`src/rtl/mem_arb_pkg.sv`:
```
// mem_arb_pkg: shared state encoding and port indices for the memory arbiter.
package mem_arb_pkg;
  localparam int ARB_PORTS = 2;
  localparam int PORT_CPU = 0;
  localparam int PORT_DMA = 1;
  typedef enum logic [1:0] {IDLE, ISSUE, WAIT, RESP} state_t;
endpackage

```
`src/rtl/mem_arb_timer.sv`:
```
// mem_arb_timer: clearable, saturating cycle counter for the WAIT timeout.
module mem_arb_timer #(
  parameter int TIMEOUT = 1024,
  parameter int CW = $clog2(TIMEOUT + 1)
) (
  input  logic          clk,
  input  logic          reset,
  input  logic          clr,
  input  logic          en,
  output logic [CW-1:0] cnt
);
  always_ff @(posedge clk or posedge reset)
    if (reset) cnt <= '0;
    else if (clr) cnt <= '0;
    else if (en && cnt != '1) cnt <= cnt + 1'b1;
endmodule

```
`src/rtl/mem_arbiter.sv`:
```
// mem_arbiter: round-robin CPU/DMA arbiter for a single memory port with WAIT timeout.
module mem_arbiter
  import mem_arb_pkg::*;
#(
  parameter int TIMEOUT = 1024
) (
  input  logic                   clk,
  input  logic                   reset,
  input  logic [ARB_PORTS-1:0]   req_ce,
  input  logic [ARB_PORTS-1:0]   req_we,
  input  logic [3*ARB_PORTS-1:0] req_funct3,
  input  logic [32*ARB_PORTS-1:0] req_addr,
  input  logic [32*ARB_PORTS-1:0] req_wdata,
  output logic [ARB_PORTS-1:0]   req_busy,
  output logic [ARB_PORTS-1:0]   rsp_valid,
  output logic [ARB_PORTS-1:0]   rsp_err,
  output logic [31:0]            rsp_rdata,
  output logic [ARB_PORTS-1:0]   grant,
  output logic                   m_ce,
  output logic                   m_we,
  output logic [2:0]             m_funct3,
  output logic [31:0]            m_addr,
  output logic [31:0]            m_datain,
  input  logic [31:0]            m_dataout,
  input  logic                   m_busy,
  input  logic                   m_valid
);
  localparam int CW = $clog2(TIMEOUT + 1);
  state_t state;
  logic last;
  logic sel;
  logic timeout;
  logic [CW-1:0] cnt;
  // On a tie the port that did not win last time goes next.
  assign sel = (req_ce == 2'b11) ? ~last : ~req_ce[PORT_CPU];
  assign timeout = cnt >= CW'(TIMEOUT - 1);
  assign m_ce = state == ISSUE && !m_busy;
  assign req_busy = req_ce & ~rsp_valid;
  mem_arb_timer #(.TIMEOUT(TIMEOUT)) u_timer (
    .clk  (clk),
    .reset(reset),
    .clr  (m_ce),
    .en   (state == WAIT),
    .cnt  (cnt)
  );
  always_ff @(posedge clk or posedge reset)
    if (reset) begin
      state     <= IDLE;
      grant     <= '0;
      last      <= 1'(PORT_DMA);
      m_we      <= 1'b0;
      m_funct3  <= '0;
      m_addr    <= '0;
      m_datain  <= '0;
      rsp_valid <= '0;
      rsp_err   <= '0;
      rsp_rdata <= '0;
    end else begin
      rsp_valid <= '0;
      rsp_err   <= '0;
      case (state)
        IDLE: if (|req_ce) begin
          state    <= ISSUE;
          grant    <= {sel, ~sel};
          last     <= sel;
          m_we     <= sel ? req_we[1] : req_we[0];
          m_funct3 <= sel ? req_funct3[5:3] : req_funct3[2:0];
          m_addr   <= sel ? req_addr[63:32] : req_addr[31:0];
          m_datain <= sel ? req_wdata[63:32] : req_wdata[31:0];
        end
        ISSUE: if (!m_busy) state <= WAIT;
        WAIT: if (m_valid || timeout) begin
          state     <= RESP;
          m_we      <= 1'b0;
          rsp_valid <= grant;
          rsp_err   <= m_valid ? '0 : grant;
          if (m_valid) rsp_rdata <= m_dataout;
        end
        RESP: begin
          state <= IDLE;
          grant <= '0;
        end
        default: state <= IDLE;
      endcase
    end
endmodule

```
`config.mk`:
```
export PLATFORM = sky130hd
export DESIGN_NAME = mem_arbiter
export DESIGN_NICKNAME = d
export VERILOG_FILES = /design/src/rtl/mem_arb_pkg.sv /design/src/rtl/mem_arb_timer.sv /design/src/rtl/mem_arbiter.sv
export SDC_FILE = /design/constraint.sdc
export NUM_CORES = 1
export LEC_CHECK = 0
export CORE_ASPECT_RATIO = 0.9
export CORE_MARGIN = 2
export CORE_UTILIZATION = 39
export DETAILED_ROUTE_END_ITERATION = 12
export GPL_TIMING_DRIVEN = 0
export PLACE_DENSITY = 0.81
export SLEW_MARGIN = 20
export SYNTH_ARGS = -nofsm -noshare
export SYNTH_HDL_FRONTEND = slang
export SYNTH_SLANG_ARGS = --single-unit
```
`constraint.sdc`:
```
create_clock -name clk -period 4.5 [get_ports clk]
set_input_delay 0.45 -clock clk [delete_from_list [all_inputs] [get_ports clk]]
set_output_delay 0.45 -clock clk [all_outputs]
set_load 0.005 [all_outputs]
```
Word-level counts from Yosys, hierarchy flattened
Cells that the tools add are included.
- memories kept: 0
- output and inout port bits: 109
- latch bits: 0
- memory bits (read-only): 0
- flip-flop bits (word level): 120
- input bits: 174
- RAM bits: 0
- shifts and indexed selects: 0
- muxes and demuxes: 21
- divide/modulo/power cells: 0
- reductions and logical operators: 14
- bitwise logic cells: 5
- multiply operators: 0
- order comparisons: 1
- equality and inequality tests: 8
- add/sub/neg operators: 1
- operators with widths (operator ; count):
    32-bit 2-to-1 mux ; 2
    11-bit 2-to-1 mux ; 2
    2-bit 2-to-1 mux ; 9
    11-bit by 1-bit adder with 11-bit output, second input constant ; 1
    11-bit by 10-bit greater-or-equal comparator with 1-bit output, second input constant ; 1
    11-bit inequality test, second input constant ; 1
    3-bit AND reduction ; 3
    2-bit case mux with 4 select lines ; 1
    2-bit == test, second input constant ; 3
    2-bit inequality test, second input constant ; 3
    2-bit nonzero test ; 3
    1-bit 2-to-1 mux ; 4
    2-bit case mux with 2 select lines ; 1
    2-bit AND reduction ; 2
    3-bit 2-to-1 mux ; 1
    1-bit inverter ; 3
    2-bit bitwise AND ; 1
    2-bit by 1-bit == test with 1-bit output, second input constant ; 1
    1-bit logical AND ; 2
    2-bit logical NOT ; 1
    2-bit inverter ; 1
    1-bit case mux with 2 select lines ; 1
    2-bit OR reduction ; 1
    1-bit logical NOT ; 1
    1-bit logical OR ; 1

Longest topological paths before layout
- word-level depth: 5
- gate-level depth with buffers: 9
- gate-level depth less buffers: 7

Cells and area by module
A second synthesis with hierarchy kept.
- cell total of the unflattened synthesis: 432
- area total of the unflattened synthesis: 5261.3 um^2
- modules (own cells, without submodules) (module ; cells an instance ; area an instance (um^2) ; seq. area each (um^2) ; times used):
    mem_arbiter ; 355 ; 4518.1 ; 2728.9 ; 1
    mem_arb_timer ; 77 ; 743.2 ; 275.3 ; 1

Worst setup path after synthesis
Ideal clock, no wire load.
- path kind: register to register
- start point: register state[0]
- end point: register m_datain[10]
- arrival: 1.744 ns
- library setup time: 0.127 ns
- buffers on the path: 4
- setup slack: 2.629 ns
- cell stages (with the launch flop): 10
- path through: dfrtp_1 > inv_1 > ha_1 > clkbuf_1 > and3_1 > clkbuf_1 > buf_2 > buf_2 > a222oi_1 > inv_1
- longest elaborated chain between the ends: 2
- RTL lines (what ; RTL line ; text):
    start: declaration ; mem_arbiter.sv:29 ; state_t state;
    start signal: assignment ; mem_arbiter.sv:48 ; state <= IDLE;
    start signal: assignment ; mem_arbiter.sv:63 ; state <= ISSUE;
    start signal: assignment ; mem_arbiter.sv:71 ; ISSUE: if (!m_busy) state <= WAIT;
    2-bit logical NOT ; mem_arbiter.sv:61 ; case (state)
    2-bit AND reduction (no line) ; - ;
    end signal: assignment ; mem_arbiter.sv:69 ; m_datain <= sel ? req_wdata[63:32] : req_wdata[31:0];
    end: declaration ; mem_arbiter.sv:23 ; output logic [31:0] m_datain,
Every way passes these cells.
A chain may end at the register's enable or synchronous reset.

Worst setup path after layout
- start point: register state[1]
- end point: output port m_ce
- longest elaborated chain between the ends: 2
- RTL lines (what ; RTL line ; text):
    2-bit by 1-bit == test with 1-bit output ; mem_arbiter.sv:37 ; assign m_ce = state == ISSUE && !m_busy;
    1-bit logical AND ; mem_arbiter.sv:37 ;
    end: declaration ; mem_arbiter.sv:19 ; output logic m_ce,
Every way passes these cells.

==> results_dict.tcl <==
set metrics [dict create \
    crit_required_ps 4050 \
    routed_wire_length_per_instance_um 18.9 \
    synth_commonest_cells "119 x dfrtp_1, 76 x inv_1, 67 x a222oi_1" \
    timing.final.setup_violations 0 \
    timing.critical_path.buf_inv 4 \
    stdcell_count 891 \
    route.detailed.drc 0 \
    regToRegStartpoint "state[1]" \
    gr-usage-met2_pct 41.8 \
    min-delay-path-class "input pin to asynchronous set/reset pin" \
    timing.final.hold_violations 0 \
    flow.area_growth_from_synthesis_pct 71.3 \
    numClockSinks 120 \
    synth_simple_gate_area_share_pct 5.34 \
    num_antenna_cells 0 \
    rrSetupSlack_ps 2140 \
    cp.depth 6 \
    post_route_minimum_period_ps 2530 \
    grt_start_max_net_pins 63 \
    synth_xor_area_share_pct 0.522 \
    slew_headroom_pct 61.7 \
    placement_rows 39 \
    cts_root_buffer "clkbuf_16" \
    place.gp.congestion 0.884 \
    rsz0062_at_grt "false" \
    path_max_fanout 10 \
    number_of_gates_given_a_new_drive_strength_after_cts 0 \
    numCtsBuffers 17 \
    antenna_violations_before_repair 0 \
    dominantRegCellSynth "dfrtp_1" \
    max_freq_mhz 395 \
    max-vdd-ir-drop_v 0.000480 \
    rr_worst_depth 8 \
    fin_area_um2 8630 \
    final.hold.worst_slack_ps 483 \
    fill_cells 922 \
    detailedPlacementHpwl_um 12500 \
    cts-hold-fix-buffers 0 \
    number_of_antenna_violating_nets_in_the_routed_design 0 \
    grt_pass1_vias 5018 \
    tritoncts_clock_tree "built" \
    critical-path-max-stage-delay_ps 530 \
    gr-max-usage-layer "met2" \
    die_footprint_um2 13800 \
    boundaryPins 283 \
    synth_area_leaders "dfrtp_1 59%, a222oi_1 13%, mux2_2 7.2%, inv_1 5.7%, clkbuf_1 1.5%" \
    grt_use_met1_pct 27.3 \
    run_status "finished, final reports clean" \
    fin_total_pwr_mw 5.43 \
    critPathArrivalTime_ps 2080 \
    final_core_utilization_pct 68.3 \
    synth_seq_cells 120 \
    startpoint_class_of_the_critical_path "flop" \
    fraction_of_synthesized_cell_area_taken_by_the_top_area_cell_type_pct 59.1 \
    nNetsFinal 896 \
    asyncSetResetFlopFracSynth_pct 100 \
    insertion_delay_ps 410 \
    global_route.usage.total_pct 24.7 \
    combinational_family_with_the_most_area_after_synthesis "compound AO/OA/AOI/OAI gates" \
    drt_pass1_iterations 6 \
    grt.overflow.total 0 \
    yosys.area_share.adder_pct 1.24 \
    clock_pin_slew_worst_setup_and_hold_paths_ps 50 \
    drv_slew 0 \
    start_util_pct 39.9 \
    fin_worst_skew_ps 6.12 \
    synth.distinct_cells 45 \
    synth_cells 415 \
    post-cts-setup-buffer-count 0 \
    synth_enable_flop_cells 0 \
    detail_route.wirelength_um 16900 \
    drive_above_1_share_pct 10.0 \
    setup.worst_path.end_class "output port" \
    criticalPathCategory "flop to output port" \
    finalCritPeriodShare_pct 56.3 \
    core_um2 12600 \
    reg_to_reg_critical_path_endpoint "m_datain[6]" \
    h-tree-depth 4 \
    yosysSeqAreaShare_pct 59.6 \
    critical_path.endpoint "m_ce" \
    worst_path_dominant_cell_family "buffers and inverters" \
    detailroute.via_count 4736 \
    synth-compound-area-share_pct 17.7 \
    place_area_um2 8100 \
    avg_vias_per_cell 5.32 \
    dieWidth_um 124 \
    buffer_ports.inserted 282 \
    timing_worst_slew_pin_value_ps 574 \
    global_route_wire_length_before_repair_um 25800 \
    max_cap_viol_count 0 \
    grt_util_met3_pct 10.3 \
    mappedNetlistNets 594 \
    yosysWarnings 0 \
    die_h_um 112 \
    power_density_nw_per_um2 629 \
    cts_buffer_depth 2 \
    syn-mean-instance-area_um2 12.1 \
    synthMuxAreaShare_pct 7.45 \
    place.detailed.instances 862 \
    p_leak_nw 3.96 \
    mappedNetlistArea_um2 5040 \
    netlist.top_cell.by_area "dfrtp_1" \
    launching_element_of_the_worst_setup_path "state[1]" \
    synth_most_common_cell "dfrtp_1" \
    worst_path_max_delay_cell "clkdlybuf4s50_1" \
    drt_iter0_markers 477 \
    cp_cell_sequence "inv_1 > ha_1 > nand2b_1 > clkbuf_1 > inv_2 > clkdlybuf4s50_1" \
]
## state kept, by name, indices dropped and copies added, names as in the netlist
name and flops:
grant 2, last 1, m_addr 32, m_datain 32
m_funct3 3, m_we 1, rsp_err 2, rsp_rdata 32
rsp_valid 2, state 2, u_timer.cnt 11
## per-stage QoR
step	TNS (ps)	setup slack (ps)
floorplan	0	866
global placement	-85150	-722
detailed placement	0	1760
CTS	0	1930
global route	0	1830
finish	0	1970
## cells by family (layout without fill, tap and decap cells)
family | count (synthesis) | after routing
xor gates and xnor gates | 3 | 3
adders and majority gates | 5 | 5
DFF | 120 | 120
and+or+nand+nor | 49 | 49
muxes | 33 | 33
AOI/OAI and AO/OA | 98 | 98
buffers and inverters | 107 | 419
## routing by layer
metal	vias up	share of wire, %
met5	-	0
met4	0	2.3
met3	31	11
met2	256	50
met1	2296	37
li1	2153	-
## layout make-up
type / instances / area [µm²] / area share [%]
repair buffers: 283 / 2850 / 33.0
clock inverters: 4 / 45.0 / 0.522
inverters: 77 / 294 / 3.41
well taps: 164 / 205 / 2.38
plain buffers: 30 / 120 / 1.39
flip-flops and latches: 120 / 3000 / 34.8
multi-input cells: 188 / 1620 / 18.8
clock buffers: 25 / 485 / 5.63
## how the worst min path moves through the flow
stage / end / cells after the start
finish: rsp_rdata[9] / 2
global route: m_datain[7] / 2
CTS: m_datain[7] / 2
detailed placement: m_datain[0] / 2
global placement: m_datain[19] / 2
floorplan: m_datain[0] / 2
## power breakdown
group          switching [mW]  internal, mW  leakage (nW)
clock network           0.437         0.789         0.263
logic                   0.919          1.41          2.21
registers               0.298          1.57          1.49
## worst register-to-register path, cell delays in order, from the launching register on
cell	delay [ps]
dfrtp_1	400
inv_1	80
ha_1	180
clkbuf_1	180
o21ai_1	320
clkbuf_1	470
clkbuf_1	440
a222oi_1	150
inv_1	90
## placed cells by master, fill, tap and decap left out, types with 2 or more instances in the layout
master           count
a211oi_1             4
a21oi_1              6
a222oi_1            67
and2_1               2
and3_1               5
buf_1                4
buf_2                6
clkbuf_1            25
clkbuf_16           17
clkbuf_8             3
clkdlybuf4s50_1    282
clkinv_2             3
dfrtp_1            119
ha_1                 5
inv_1               75
mux2_2              32
nand2_1             11
nand2b_1             2
nand3_1              6
nor2_1              11
nor2b_1              2
nor3_1               3
o21ai_0              6
o31ai_1              2
xor2_1               2
Power figures use the tool's default switching activity.
